$ cat config.mk
export PLATFORM = sky130hd
export DESIGN_NAME = ppm_frame_encoder
export DESIGN_NICKNAME = d
export VERILOG_FILES = /design/src/rtl/rc_pkg.sv /design/src/rtl/ppm_slot_timer.sv /design/src/rtl/ppm_frame_encoder.sv
export SDC_FILE = /design/constraint.sdc
export NUM_CORES = 1
export LEC_CHECK = 0
export CELL_PAD_IN_SITES_DETAIL_PLACEMENT = 1
export CELL_PAD_IN_SITES_GLOBAL_PLACEMENT = 1
export CORE_ASPECT_RATIO = 2
export CORE_MARGIN = 2
export CORE_UTILIZATION = 45
export CTS_CLUSTER_DIAMETER = 50
export DETAILED_ROUTE_END_ITERATION = 8
export GPL_TIMING_DRIVEN = 0
export HOLD_SLACK_MARGIN = 0.06
export PLACE_DENSITY = 0.82
export SYNTH_ARGS = -nofsm -noshare
export SYNTH_HDL_FRONTEND = slang
export SYNTH_SLANG_ARGS = --single-unit
$ cat constraint.sdc
create_clock -name clk_255kHz_i -period 3.5 [get_ports clk_255kHz_i]
set_input_delay 0.7 -clock clk_255kHz_i [delete_from_list [all_inputs] [get_ports clk_255kHz_i]]
set_output_delay 0.7 -clock clk_255kHz_i [all_outputs]
set_load 0.02 [all_outputs]
$ cat src/rtl/rc_pkg.sv
// Shared constants and types for the RC pulse-position-modulation blocks.
package rc_pkg;

  localparam int unsigned TICKS_PER_MS  = 255;
  localparam logic [7:0]  NEUTRAL_WIDTH = 8'd127;

  typedef enum logic [2:0] {
    IDLE,
    CH_MARK,
    CH_SPACE,
    END_MARK,
    SYNC_SPACE
  } ppm_state_t;

  // Full slot length in ticks: 1 ms base plus the channel width (255..510).
  function automatic logic [9:0] slot_len(input logic [7:0] w);
    return 10'(TICKS_PER_MS) + {2'b00, w};
  endfunction

endpackage

$ cat src/rtl/ppm_slot_timer.sv
// Loadable 10-bit down-counter; done_o marks the last cycle of a loaded interval.
module ppm_slot_timer (
  input  logic       clk_i,
  input  logic       rst_ni,
  input  logic       load_i,
  input  logic [9:0] load_val_i,
  output logic       done_o
);

  logic [9:0] cnt_q;

  always_ff @(posedge clk_i or negedge rst_ni) begin
    if (!rst_ni) begin
      cnt_q <= '0;
    end else if (load_i) begin
      cnt_q <= load_val_i;
    end else if (cnt_q != 10'd0) begin
      cnt_q <= cnt_q - 10'd1;
    end
  end

  // A load of N makes the interval last exactly N cycles.
  assign done_o = (cnt_q == 10'd1);

endmodule

$ cat src/rtl/ppm_frame_encoder.sv
// Multi-channel RC PPM transmitter: NUM_CH slots of 1-2 ms plus a sync gap per frame.
//   state      | meaning
//   IDLE       | line idle, waiting for enable
//   CH_MARK    | mark pulse opening channel ch
//   CH_SPACE   | remainder of channel ch slot
//   END_MARK   | mark pulse closing the last channel
//   SYNC_SPACE | idle until the frame period expires
module ppm_frame_encoder
  import rc_pkg::*;
#(
  parameter int unsigned NUM_CH      = 6,
  parameter int unsigned FRAME_TICKS = 5610,
  parameter int unsigned MARK_TICKS  = 77,
  parameter bit          ACTIVE_HIGH = 1'b1
) (
  input  logic                clk_255kHz_i,
  input  logic                reset_ni,
  input  logic                enable_i,
  input  logic [NUM_CH*8-1:0] width_i,
  input  logic [NUM_CH-1:0]   width_valid_i,
  output logic                ppm_o,
  output logic                frame_start_o,
  output logic                busy_o,
  output logic [2:0]          ch_index_o
);

  if (NUM_CH < 1 || NUM_CH > 8) begin : g_bad_num_ch
    $error("ppm_frame_encoder: NUM_CH must be 1..8");
  end
  if (MARK_TICKS == 0 || MARK_TICKS >= TICKS_PER_MS) begin : g_bad_mark
    $error("ppm_frame_encoder: MARK_TICKS must be 1..254");
  end
  if (FRAME_TICKS >= 8192 ||
      NUM_CH * 2 * TICKS_PER_MS + MARK_TICKS > FRAME_TICKS - TICKS_PER_MS) begin : g_bad_frame
    $error("ppm_frame_encoder: worst-case frame leaves less than 1 ms of sync");
  end

  ppm_state_t  state_q;
  logic [12:0] frame_cnt_q;
  logic [3:0]  ch_q;
  logic [7:0]  width_q [8];
  logic [7:0]  latch_d [8];
  logic        mark_q;
  logic        busy_q;
  logic        fs_q;

  logic        tmr_load;
  logic [9:0]  tmr_val;
  logic        tmr_done;
  logic        start_frame;
  logic        frame_last;
  logic        last_ch;
  logic [7:0]  cur_w;

  always_comb begin
    for (int n = 0; n < 8; n++) latch_d[n] = NEUTRAL_WIDTH;
    for (int n = 0; n < NUM_CH; n++) begin
      latch_d[n] = width_valid_i[n] ? width_i[8*n +: 8] : NEUTRAL_WIDTH;
    end
  end

  assign cur_w      = width_q[ch_q[2:0]];
  assign frame_last = (frame_cnt_q == 13'(FRAME_TICKS - 1));
  assign last_ch    = ((ch_q + 4'd1) == 4'(NUM_CH));

  // Timer loads coincide with the state transitions they time.
  always_comb begin
    tmr_load    = 1'b0;
    tmr_val     = 10'(MARK_TICKS);
    start_frame = 1'b0;
    unique case (state_q)
      IDLE: begin
        start_frame = enable_i;
        tmr_load    = enable_i;
      end
      CH_MARK: begin
        tmr_load = tmr_done;
        tmr_val  = slot_len(cur_w) - 10'(MARK_TICKS);
      end
      CH_SPACE: tmr_load = tmr_done;
      SYNC_SPACE: begin
        start_frame = frame_last && enable_i;
        tmr_load    = frame_last && enable_i;
      end
      default: ;
    endcase
  end

  ppm_slot_timer u_timer (
    .clk_i      (clk_255kHz_i),
    .rst_ni     (reset_ni),
    .load_i     (tmr_load),
    .load_val_i (tmr_val),
    .done_o     (tmr_done)
  );

  always_ff @(posedge clk_255kHz_i or negedge reset_ni) begin
    if (!reset_ni) begin
      state_q     <= IDLE;
      frame_cnt_q <= '0;
      ch_q        <= '0;
      mark_q      <= 1'b0;
      busy_q      <= 1'b0;
      fs_q        <= 1'b0;
      for (int n = 0; n < 8; n++) width_q[n] <= '0;
    end else begin
      fs_q <= 1'b0;
      if (start_frame) begin
        width_q     <= latch_d;
        state_q     <= CH_MARK;
        frame_cnt_q <= '0;
        ch_q        <= '0;
        mark_q      <= 1'b1;
        busy_q      <= 1'b1;
        fs_q        <= 1'b1;
      end else begin
        if (busy_q) frame_cnt_q <= frame_cnt_q + 13'd1;
        unique case (state_q)
          CH_MARK: if (tmr_done) begin
            state_q <= CH_SPACE;
            mark_q  <= 1'b0;
          end
          CH_SPACE: if (tmr_done) begin
            ch_q    <= ch_q + 4'd1;
            state_q <= last_ch ? END_MARK : CH_MARK;
            mark_q  <= 1'b1;
          end
          END_MARK: if (tmr_done) begin
            state_q <= SYNC_SPACE;
            mark_q  <= 1'b0;
          end
          SYNC_SPACE: if (frame_last) begin
            state_q     <= IDLE;
            busy_q      <= 1'b0;
            ch_q        <= '0;
            frame_cnt_q <= '0;
          end
          default: begin
            state_q <= IDLE;
            mark_q  <= 1'b0;
            busy_q  <= 1'b0;
          end
        endcase
      end
    end
  end

  assign ppm_o         = ACTIVE_HIGH ? mark_q : ~mark_q;
  assign frame_start_o = fs_q;
  assign busy_o        = busy_q;
  assign ch_index_o    = ch_q[2:0];

endmodule

==> run_results.csv, run 1 <==
group,metric,value,unit
clock_tree,post_cts_resized,0,
worst_setup_path,endpoint,"u_timer.cnt_q[7]",
clock_tree,clkSinkCount,82,
floorplanning,dieArea,10850,µm²
timing,rsz0062_at_grt,"false",
placed_design,place_area,5243,µm²
worst_setup_path,worstPathArrival,2.65,ns
clock_tree,clk_pin_slew,0.06,ns
timing,report.final.setup_viol,0,
routing,detail-route-antenna-nets,0,
timing,period_needed,2.439,ns
clock_tree,insertion_delay,0.35,ns
synth,synth-edff-count,0,
final_layout,seq_area,2052,µm²
final_layout,final_cell_mix,"82 x dfrtp_1, 71 x nor2_1, 55 x clkdlybuf4s50_1, 50 x inv_1, 43 x a31oi_1",
clock_tree,holdBufCountCts,0,
routing,via_per_inst,5.415,
final_layout,final_common_cell,"dfrtp_1",
synth,synthesis.area,4492,µm²
placed_design,io_buffers,56,
synth,async_reset_ff_share,100.0,%
run_status,status,"completed",
final_layout,diodes,0,
synth,syn_nets,551,
worst_setup_path,path_depth,8,
worst_setup_path,reg2reg_slack,1.06,ns
synth,synth_top_area_share,45.68,%
clock_tree,cts_max_level,3,
routing,dr.pass1.iters,4,
placed_design,place.gp.congestion,0.8380,
global_route,grt_usage,24.45,%
global_route,grt_max_degree,66,
worst_setup_path,startpoint,"ch_q[0]",
worst_setup_path,startpoint_type,"flop",
worst_setup_path,reg2reg_depth,8,
synth,synth.distinct_cells,55,
floorplanning,ios,63,
routing,wirelength,12330,µm
clock_tree,cts_tree,"yes",
timing,maxSlewHeadroom,56.55,%
final_layout,syn_to_final_growth,23.12,%
final_layout,fin_area,5530,µm²
floorplanning,fp.dieW,74.65,µm
placed_design,place_ws,1.092,ns
final_layout,multi_input_area,2013,µm²
clock_tree,cts_made_buffers,9,
routing,drc_errors,0,
synth,synth.avg_cell_area,9.242,µm²
timing,layout_setup_ws,1.061,ns
worst_setup_path,max_stage_delay,0.50,ns
synth,synth_cells,486,
clock_tree,post_cts_buffers,0,
run,max-cap-violations,0,
synth,yosysSeqAreaShare,45.68,%
timing,clock_skew,0.006981,ns
floorplanning,core-area,9699,µm²
worst_setup_path,crit_type,"flop to flop",
final_layout,fill_cells,1141,
timing,hold_viol_final,0,
global_route,antenna_found_initial,0,
power,cellPowerDensity,360.4,nW/µm²
timing,worst-slew-pin-transition,0.6464,ns
worst_setup_path,crit_path_end_kind,"flop",
synth,yosys-top-cells-area,"dfrtp_1 46%, a31oi_1 6.0%, nor2_1 5.9%, inv_1 4.2%, nand2_1 3.1%",
power,ir_drop,0.2546,mV
routing,drtIter0Drc,85,
worst_setup_path,crit_fanout,10,
timing,fmax,0.4099,GHz
routing,num_vias,3742,
worst_setup_path,critPathTopFamily,"compound AO/OA/AOI/OAI gates",
floorplanning,start_util,46.31,%
timing,setup_tns,0,ns
worst_setup_path,required,3.71,ns
final_layout,drive_gt1_share,12.70,%
synth,ys_warn_count,0,
clock_tree,root_buffer,"clkbuf_16",
floorplanning,die_h,145.3,µm
hold_path,hold_path_class,"input pin to async pin",
power,total_power,1.993,mW
placed_design,dp_hpwl,9375,µm
timing,timing.hold.ws,0.2211,ns
timing,min_period_over_period,69.70,%
final_layout,fin_nets,619,
worst_setup_path,r2r_start,"ch_q[0]",
timing,drv_slew,0,
floorplanning,rows,51,
clock_tree,cts_buffer_depth,2,
synth,synth_area_leader_cell,"dfrtp_1",
worst_setup_path,slowest_stage,"dfrtp_1",
power,leakage,2.618,nW
worst_setup_path,crit_chain,"buf_4 > buf_2 > a211oi_1 > o221ai_1 > ha_1 > a211oi_2 > mux2i_1 > a21oi_1",
global_route,grt_pass1_wl,20220,µm
routing,wl_per_cell,17.84,µm
synth,synthFlopType,"dfrtp_1",
synth,synth-seq-cells,82,
worst_setup_path,r2r-end,"u_timer.cnt_q[7]",
global_route,grt-ovfl-total,0,
global_route,grt_pass1_vias,4159,
worst_setup_path,crit_buf_inv,2,
[cell type report]
| class | count | share of cell area (%) |
|---|---|---|
| flip-flops and latches | 82 | 37.10 |
| repair buffers | 57 | 10.59 |
| multi-input cells | 321 | 36.40 |
| inverters | 51 | 3.507 |
| plain buffers | 32 | 4.208 |
| well taps | 132 | 2.986 |
| clock inverters | 5 | 0.9955 |
| clock buffers | 11 | 4.208 |
[registers in the layout, summed over array words and instances, names as in the netlist]
| name | flops |
|---|---|
| busy_o | 1 |
| ch_q | 4 |
| frame_cnt_q | 13 |
| frame_start_o | 1 |
| ppm_o | 1 |
| state_q | 3 |
| u_timer.cnt_q | 10 |
| width_q | 49 |
[cell families after synthesis]
logic type	count (synthesis)	synth area share, %
buffers and inverters	83	9.499
adder cells (fa/ha/maj)	8	2.229
AND/OR/NAND/NOR	168	17.66
flip-flops	82	45.68
AO/OA/AOI/OAI	103	15.71
multiplexers	19	4.736
XOR/XNOR	23	4.485
[worst reg2reg max path, delay by kind of cell (launching register included)]
kind                       cells  cell delay, ns
AOI/OAI and AO/OA              4            0.80
DFF                            1            0.50
buffers and inverters          2            0.44
adders and majority gates      1            0.32
muxes                          1            0.26
[power by group]
part	internal (mW)	switching (mW)	total, mW
Sequential	0.948	0	0.948
Combinational	0.0593	0.0453	0.105
Clock	0.551	0.390	0.941
Total	1.56	0.436	1.99
[stage by stage]
step,utilization (%),std cells
2_1_floorplan,-,486
3_3_place_gp,53.79,674
3_5_place_dp,54.05,675
4_1_cts,57.02,691
5_1_grt,57.02,691
6_report,57.02,691
[worst min-delay path by stage]
stage	cells past startpoint	end
finish	1	frame_cnt_q[6]
global placement	2	width_q[47]
floorplan	0	busy_o
detailed placement	2	width_q[63]
global route	1	frame_cnt_q[6]
CTS	1	frame_cnt_q[6]
[synthesized netlist by cell type (3+ instances only)]
master and count:
mux2i_1 10, inv_1 50, mux2_2 8, nand2_1 37
a31oi_1 43, or3_1 3, ha_1 8, nor2_1 71
o221ai_2 4, xor2_1 14, a21oi_1 14, xnor2_1 9
o221ai_1 3, dfrtp_1 82, nor2b_1 10, nand2b_1 3
a211oi_1 9, nand3_1 15, and2_1 3, clkbuf_1 3
nor3_1 4, o21ai_0 15, buf_2 12, buf_6 7
buf_4 9, nand4_1 7
[per-layer routing]
metal	up-vias	GRT usage [%]	routed length, µm
met5	-	0	0
met4	0	11.88	436
met3	28	2.917	216
met2	59	45.40	7122
met1	1861	25.51	4551
li1	1794	-	-
No activity file was read; power rests on OpenSTA's default activity.
==> run 2: changes to the inputs <==
--- a/config.mk
+++ b/config.mk
@@ -9,12 +9,12 @@
 export CELL_PAD_IN_SITES_GLOBAL_PLACEMENT = 1
 export CORE_ASPECT_RATIO = 2
 export CORE_MARGIN = 2
-export CORE_UTILIZATION = 45
+export CORE_UTILIZATION = 42
 export CTS_CLUSTER_DIAMETER = 50
 export DETAILED_ROUTE_END_ITERATION = 8
 export GPL_TIMING_DRIVEN = 0
 export HOLD_SLACK_MARGIN = 0.06
-export PLACE_DENSITY = 0.82
+export PLACE_DENSITY = 0.77
 export SYNTH_ARGS = -nofsm -noshare
 export SYNTH_HDL_FRONTEND = slang
 export SYNTH_SLANG_ARGS = --single-unit
==> constraint.sdc (replaced) <==
create_clock -name clk_255kHz_i -period 2.5 [get_ports clk_255kHz_i]
set_input_delay 0.5 -clock clk_255kHz_i [delete_from_list [all_inputs] [get_ports clk_255kHz_i]]
set_output_delay 0.5 -clock clk_255kHz_i [all_outputs]
set_load 0.02 [all_outputs]
==> run 2 against run 1 <==
- clock-buffer cell count shrank 1
- sequential share of layout area shrank 0.19 points
- highest routed layer unchanged
- critical path depth stayed put
- via count is essentially flat
- global-route usage is 2.0 points lower
- hold slack got worse by 0.13 ns
- core utilization shrank 3.9 points
==> run_results.csv, run 2 (same netlist as run 1, synthesis figures left out) <==
group,metric,value,unit
floorplanning,ios,63,
floorplanning,core-area,10480,µm²
timing,hold_viol_final,0,
timing,fmax,0.4277,GHz
routing,num_vias,3740,
floorplanning,start_util,42.87,%
worst_setup_path,required,2.71,ns
worst_setup_path,crit_fanout,10,
global_route,grt_max_degree,54,
global_route,grt-ovfl-total,0,
clock_tree,insertion_delay,0.34,ns
clock_tree,root_buffer,"clkbuf_16",
worst_setup_path,reg2reg_depth,8,
placed_design,place_area,5249,µm²
timing,clock_skew,0.009962,ns
worst_setup_path,crit_chain,"buf_4 > buf_4 > a211oi_1 > o221ai_2 > ha_1 > a211oi_2 > mux2i_1 > a21oi_1",
routing,drc_errors,0,
timing,worst-slew-pin-transition,0.5810,ns
worst_setup_path,cpMostUsedCell,"buf_4",
global_route,grt_usage,22.41,%
power,cellPowerDensity,508.4,nW/µm²
timing,timing.hold.ws,0.09068,ns
final_layout,syn_to_final_growth,23.84,%
power,leakage,2.636,nW
timing,min_period_over_period,93.53,%
global_route,grt_pass1_wl,20200,µm
worst_setup_path,critPathTopFamily,"compound AO/OA/AOI/OAI gates",
worst_setup_path,r2r_start,"ch_q[1]",
routing,dr.pass1.iters,4,
final_layout,diodes,0,
clock_tree,post_cts_buffers,0,
worst_setup_path,max_stage_delay,0.41,ns
clock_tree,clkSinkCount,82,
clock_tree,cts_tree,"yes",
clock_tree,cts_buffer_depth,2,
routing,wl_per_cell,17.70,µm
placed_design,dp_hpwl,9525,µm
run_status,status,"completed",
global_route,grt_pass1_vias,4087,
worst_setup_path,crit_type,"flop to flop",
final_layout,final_common_cell,"dfrtp_1",
worst_setup_path,crit_buf_inv,2,
final_layout,reg.largest.list,"width_q: 49 flops, frame_cnt_q: 13 flops, u_timer.cnt_q: 10 flops",
power,total_power,2.828,mW
final_layout,fin_nets,619,
final_layout,multi_input_area,2021,µm²
final_layout,final_cell_mix,"81 x dfrtp_1, 71 x nor2_1, 55 x clkdlybuf4s50_1, 50 x inv_1, 43 x a31oi_1",
final_layout,drive_gt1_share,13.24,%
routing,wirelength,12320,µm
worst_setup_path,reg2reg_slack,0.16,ns
global_route,antenna_found_initial,0,
timing,report.final.setup_viol,0,
final_layout,largest_register,"width_q",
floorplanning,die_h,150.3,µm
run,max-cap-violations,0,
timing,maxSlewHeadroom,60.94,%
power,ir_drop,0.3541,mV
routing,drtIter0Drc,122,
clock_tree,clk_pin_slew,0.07,ns
floorplanning,rows,53,
final_layout,seq_area,2053,µm²
timing,drv_slew,0,
placed_design,io_buffers,56,
final_layout,fill_cells,1270,
routing,via_per_inst,5.374,
worst_setup_path,crit_path_end_kind,"flop",
worst_setup_path,startpoint_type,"flop",
floorplanning,fp.dieW,77.13,µm
hold_path,hold_path_class,"input pin to async pin",
worst_setup_path,worstPathArrival,2.55,ns
routing,detail-route-antenna-nets,0,
placed_design,place.gp.congestion,0.8416,
final_layout,fin_area,5563,µm²
clock_tree,holdBufCountCts,0,
clock_tree,cts_max_level,3,
final_layout,largest_reg_flops,49,
clock_tree,cts_made_buffers,9,
floorplanning,dieArea,11590,µm²
timing,rsz0062_at_grt,"false",
timing,period_needed,2.338,ns
worst_setup_path,r2r-end,"u_timer.cnt_q[7]",
worst_setup_path,slowest_stage,"dfrtp_1",
==> run 2: how the worst max path moves through the flow <==
stage          slack (ns)  cells past startpoint               end  startpoint
2_1_floorplan        0.49                      8  u_timer.cnt_q[7]     ch_q[0]
4_1_cts              0.11                      8  u_timer.cnt_q[7]     ch_q[0]
6_report             0.16                      8  u_timer.cnt_q[7]     ch_q[1]
3_3_place_gp        -2.04                      1  u_timer.cnt_q[5]    reset_ni
5_1_grt              0.01                      8  u_timer.cnt_q[7]     ch_q[0]
3_5_place_dp         0.09                      8  u_timer.cnt_q[7]     ch_q[0]
==> run 2: through the flow <==
stage / setup WS, ns / TNS, ns / instances / util, %
detailed placement: 0.09463 / 0 / 680 / 50.10
CTS: 0.1058 / 0 / 696 / 53.01
global placement: -2.036 / -166.09 / 679 / 49.86
global route: 0.01362 / 0 / 696 / 53.09
finish: 0.1618 / 0 / 696 / 53.09
floorplan: 0.4927 / 0 / 486 / -
==> run 2: power by group <==
group | switching, mW | total (mW) | internal [mW]
Combinational | 0.0633 | 0.146 | 0.0830
Sequential | 0 | 1.33 | 1.33
Clock | 0.552 | 1.36 | 0.803
Total | 0.616 | 2.83 | 2.21
==> run 2: layout make-up <==
type | instances | share of cell area [%]
Multi-Input combinational cell | 321 | 36.32
Clock buffer | 10 | 4.296
Sequential cell | 82 | 36.91
Buffer | 32 | 4.184
Timing Repair Buffer | 57 | 10.53
Tap cell | 137 | 3.081
Inverter | 51 | 3.486
Clock inverter | 6 | 1.192
==> run 2: worst register-to-register path: cells and delay by family (launching register included) <==
family / cells / cell delay, ns
compound gates: 4 / 0.91
fa+ha+maj: 1 / 0.28
buf+inv: 2 / 0.39
flops: 1 / 0.41
mux: 1 / 0.24
==> run 2: repair_timing <==
action | in CTS | in global routing
gates resized for setup | 0 | 2
hold endpoints to repair | 0 | 0
setup endpoints to repair | 0 | 1
==> run 2: metal layers <==
layer | part of all wire [%] | GRT usage [%]
met1 | 36 | 22.55
met2 | 59 | 45.26
met3 | 1.5 | 2.398
met4 | 2.9 | 9.375
met5 | 0 | 0
